### src/rtl/vliw_packer.sv
`default_nettype none
// +----------------------------------------------------------------------------+
// | vliw_packer: packs single instructions into CORES-slot VLIW bundles.       |
// | Optional partial-bundle flush: VLIW_PACKER_TIMEOUT_EN.  Revision: 1.0      |
// +----------------------------------------------------------------------------+
module vliw_packer #(
  parameter int                     CORES    = 4,
  parameter int                     INST_LEN = 32,
  parameter logic [INST_LEN-1:0]    NOP      = '0,
  parameter int                     TIMEOUT  = 8
) (
  input  logic                          clk,
  input  logic                          reset,
  input  logic                          in_valid,
  output logic                          in_ready,
  input  logic [INST_LEN-1:0]           in_inst,
  input  logic                          in_last,
  output logic                          out_valid,
  input  logic                          out_ready,
  output logic [INST_LEN*CORES-1:0]     out_vliw,
  output logic [$clog2(CORES+1)-1:0]    out_count
);

  localparam int FW = (CORES > 1) ? $clog2(CORES) : 1;
  localparam int CW = $clog2(CORES + 1);

  logic [INST_LEN-1:0]        r_slots [CORES];
  logic [FW-1:0]              r_fill;
  logic                       r_out_valid;
  logic [INST_LEN*CORES-1:0]  r_out_vliw;
  logic [CW-1:0]              r_out_count;

  logic                       w_in_ready;
  logic                       w_accept;
  logic                       w_full;
  logic                       w_complete;
  logic                       w_timeout;
  logic                       w_emit;
  logic [INST_LEN*CORES-1:0]  w_bundle;
  logic [CW-1:0]              w_count;

  assign w_in_ready = !r_out_valid || out_ready;
  assign w_accept   = in_valid && w_in_ready;
  assign w_full     = (r_fill == FW'(CORES - 1));
  assign w_complete = w_accept && (w_full || in_last);
  assign w_emit     = w_complete || w_timeout;
  assign w_count    = CW'(r_fill) + (w_accept ? CW'(1) : CW'(0));

  // Slots above fill already hold NOP, so only the slot at fill needs overlaying.
  for (genvar gi = 0; gi < CORES; gi++) begin : g_slot
    assign w_bundle[gi*INST_LEN +: INST_LEN] =
      (w_accept && (r_fill == FW'(gi))) ? in_inst : r_slots[gi];
  end

`ifdef VLIW_PACKER_TIMEOUT_EN
  localparam int IW = (TIMEOUT > 0) ? $clog2(TIMEOUT + 1) : 1;
  logic [IW-1:0] r_idle;

  assign w_timeout = !w_accept && (r_fill != '0) && (r_idle == IW'(TIMEOUT)) && w_in_ready;

  always_ff @(posedge clk) begin
    if (reset) begin
      r_idle <= '0;
    end else if (w_accept || (r_fill == '0) || w_timeout) begin
      r_idle <= '0;
    end else if (r_idle != IW'(TIMEOUT)) begin
      r_idle <= r_idle + IW'(1);
    end
  end
`else
  logic w_unused_timeout;
  assign w_unused_timeout = (TIMEOUT != 0);
  assign w_timeout        = 1'b0;
`endif

  always_ff @(posedge clk) begin
    if (reset) begin
      r_fill      <= '0;
      r_out_valid <= 1'b0;
      r_out_vliw  <= {CORES{NOP}};
      r_out_count <= '0;
      for (int i = 0; i < CORES; i++) r_slots[i] <= NOP;
    end else if (w_emit) begin
      // A new bundle may replace one draining in the same cycle.
      r_out_vliw  <= w_bundle;
      r_out_count <= w_count;
      r_out_valid <= 1'b1;
      r_fill      <= '0;
      for (int i = 0; i < CORES; i++) r_slots[i] <= NOP;
    end else begin
      if (r_out_valid && out_ready) r_out_valid <= 1'b0;
      if (w_accept) begin
        r_slots[r_fill] <= in_inst;
        r_fill          <= r_fill + FW'(1);
      end
    end
  end

  assign in_ready  = w_in_ready;
  assign out_valid = r_out_valid;
  assign out_vliw  = r_out_vliw;
  assign out_count = r_out_count;

endmodule
`default_nettype wire

### config.mk
export PLATFORM = sky130hd
export DESIGN_NAME = vliw_packer
export DESIGN_NICKNAME = d
export VERILOG_FILES = /design/src/rtl/vliw_packer.sv
export SDC_FILE = /design/constraint.sdc
export NUM_CORES = 1
export LEC_CHECK = 0
export BUFFER_PORTS_ARGS = -buffer_cell sky130_fd_sc_hd__buf_2
export CORE_ASPECT_RATIO = 1.4
export CORE_MARGIN = 2
export CORE_UTILIZATION = 40
export DETAILED_ROUTE_END_ITERATION = 8
export PLACE_DENSITY = 0.59
export SYNTH_ARGS = -nofsm -noshare
export SYNTH_HDL_FRONTEND = slang
export SYNTH_SLANG_ARGS = --single-unit
### constraint.sdc
create_clock -name clk -period 5.4 [get_ports clk]
set_input_delay 1.62 -clock clk [delete_from_list [all_inputs] [get_ports clk]]
set_output_delay 1.62 -clock clk [all_outputs]
set_load 0.01 [all_outputs]
==> reports/metrics.csv <==
metric,value,unit
status,"finished, final reports clean",
Crit-path slowest cell,nand2b_4,
fin crit share,68.12,%
gpl congestion,0.7216,
YS warnings,0,
Multi-input gate area,0.003411,mm^2
std cell rows,69,
most common cell in the netlist,nand2_1,
H-tree Lvls,1,
XOR/XNOR share of the synthesized area,0.08430,%
simple-gate share of the synthesized area,11.67,%
largest area contributor in the netlist,edfxtp_1,
"Clk Latency, worst-skew pair",0.53,ns
remaining global-route overflow,0,
Synth Area in Compound Gates,6.720,%
RSZ-0062 raised after global routing,false,
CP endpoint,in_ready,
Final Skew,0.01270,ns
Inserted Diodes,0,
WL per Instance,17.95,um
setup total negative slack,0,ns
cell-by-cell trace of the critical path,buf_2 -> nand2b_4 -> buf_2,
clock-pin transition on the worst setup and hold timing paths,0.06,ns
vias post-DR,6718,
Total Power,4.470,mW
Period minus WS final,3.679,ns
I/O pin count,170,
Max-slew headroom,20.85,%
static leakage,5.147,nW
r2r setup slk,2.40,ns
placed cell area,0.01123,mm^2
Post-Synthesis Cell Area,0.01039,mm^2
final net count,1057,
fmax,271.8,MHz
clk sinks,262,
Synth Instances,847,
unique cell type count in the Yosys netlist,32,
"Hold Vio Cnt, Final",0,
worst r2r dst,out_vliw[10],
Hold Crit Class,flip-flop to flip-flop,
die width,140.2,um
"Top cell by count, worst path",buf_2,
# DRC,0,
Core Region,0.02547,mm^2
number of flops mapped to enable cells by yosys,128,
FF+latch area,0.006526,mm^2
Bufs and invs on worst path,2,
Adder-Cell Fraction of Synth Area,0.7225,%
Area growth syn-to-layout,16.87,%
post-CTS resize count,0,
CTS max path bufs,3,
hold buffer count at cts,0,
Post-CTS Setup Bufs,0,
TritonCTS clock tree,yes,
Yosys top cell area share,36.99,%
DRT antenna net count,0,
crit path kind,primary input to output port,
largest net degree at the start of global routing,92,
Main synth FF type,dfxtp_1,
Setup crit start,out_ready,
Synth top cells by count,"136 x nand2_1, 134 x dfxtp_1, 128 x edfxtp_1, 128 x mux2i_1, 120 x o21ai_1",
Initial Util,40.80,%
1st-pass router iterations,4,
layout cells sized above 1,22.24,%
Yosys reg bits,262,
CP arrival,2.06,ns
type of origin of the critical path,primary input,
DIE AREA,0.02730,mm^2
endpoints failing setup,0,
Syn Area/Cell,12.27,um^2
ranking of synthesized cells by area,"edfxtp_1 37%, dfxtp_1 26%, mux2i_1 12%, and3_1 5.8%, o21ai_1 5.8%",
1st-iter DRT viols,278,
IO buf count,169,
WP depth,3,
Max-Cap Viols,0,
Slew @ Worst Pin,1.187,ns
Power Dens Cells,368.1,mW/mm^2
sequential area share after synthesis,62.81,%
cell class contributing the biggest share of worst-path delay,buffers and inverters,
largest family of logic cells by synthesized area,multiplexers,
All-Layer GR Usage,17.55,%
final WL,24280,um
max incr delay on CP,0.18,ns
CP Capture Type,output port,
initial antenna violation count,0,
post-route cell area,0.01214,mm^2
first-pass GRT wire length,37960,um
reg2reg path depth,6,
"FFs w/ async S/R, synth",0,%
Worst VDD drop,0.2261,mV
# fillers,2330,
Chip Height,194.7,um
mux cell area share after synthesis,12.33,%
WP data required,3.78,ns
dpl hpwl,14110,um
"Slew Viols, Final",0,
CP Max Fanout,10,
vias per cell,4.965,
CTS Buf Count,26,
Root Driver,clkbuf_16,
vias in the first global route,6665,
Reg2Reg Launch Point,r_fill[0],
[per-stage QoR]
step | hold WS [ns] | setup slack [ns] | cells | util, %
finish | 0.4408 | 1.721 | 1353 | 47.68
global route | 0.4658 | 1.706 | 1353 | 47.68
CTS | 0.4464 | 1.717 | 1353 | 47.68
detailed placement | 0.4377 | 1.622 | 1305 | 44.11
global placement | 0.4319 | 1.652 | 1305 | 44.11
floorplan | 0.4726 | 1.826 | 878 | -
[power by group]
group | switching, mW | total, mW | internal, mW
Clock | 0.756 | 1.87 | 1.12
Sequential | 0.0422 | 2.24 | 2.20
Combinational | 0.238 | 0.357 | 0.119
Total | 1.04 | 4.47 | 3.43
[final cells by class]
cell class / instances / area share (%)
clock buffers: 44 / 7.285
repair buffers: 174 / 7.275
well taps: 319 / 3.287
flip-flops and latches: 262 / 53.75
multi-input cells: 546 / 28.09
inverters: 4 / 0.1236
clock inverters: 4 / 0.1958
[placed cells by master (no fill, tap or decap), drive strengths merged]
cell	n
buf	174
nand2	137
dfxtp	134
mux2i	128
edfxtp	128
o21ai	128
and3	100
clkbuf	44
conb	32
ha	6
inv	4
clkinv	4
a22o	3
nor2	2
a21oi	2
nand2b	1
or2	1
a31oi	1
and4b	1
or3	1
nor3	1
xnor2	1
nand3	1
[logic make-up after synthesis]
| family | after synthesis |
|---|---|
| AO/OA/AOI/OAI | 134 |
| multiplexers | 128 |
| XOR/XNOR | 1 |
| adder cells (fa/ha/maj) | 6 |
| flip-flops | 262 |
| other | 1 |
| AND/OR/NAND/NOR | 245 |
| buffers and inverters | 70 |
[flip-flops by register name, summed over array words and instances (netlist names)]
| name | cells |
|---|---|
| r_fill | 2 |
| out_vliw | 128 |
| out_count | 3 |
| r_slots | 128 |
| out_valid | 1 |
[worst register-to-register path: stages, from the launching register on]
cell	delay, ns
dfxtp_1	0.34
inv_1	0.13
ha_1	0.60
buf_4	0.38
and3_2	0.98
mux2i_1	0.34
o21ai_1	0.08
[layer usage]
layer	global-route usage (%)	vias to the layer above	share of wire, %
met1	22.20	3210	43
met3	2.538	36	4.2
met4	4.190	0	1.8
met5	0	-	0
met2	31.55	148	51
li1	-	3324	-
[how the worst min path moves through the flow]
stage	from	end	cells past startpoint
after detailed placement	out_vliw[29]	out_vliw[29]	2
after global routing	out_vliw[10]	out_vliw[10]	2
after floorplan	out_vliw[100]	out_vliw[100]	2
final	out_vliw[19]	out_vliw[19]	2
after global placement	out_vliw[78]	out_vliw[78]	2
after CTS	out_vliw[29]	out_vliw[29]	2
Power figures use the tool's default switching activity.
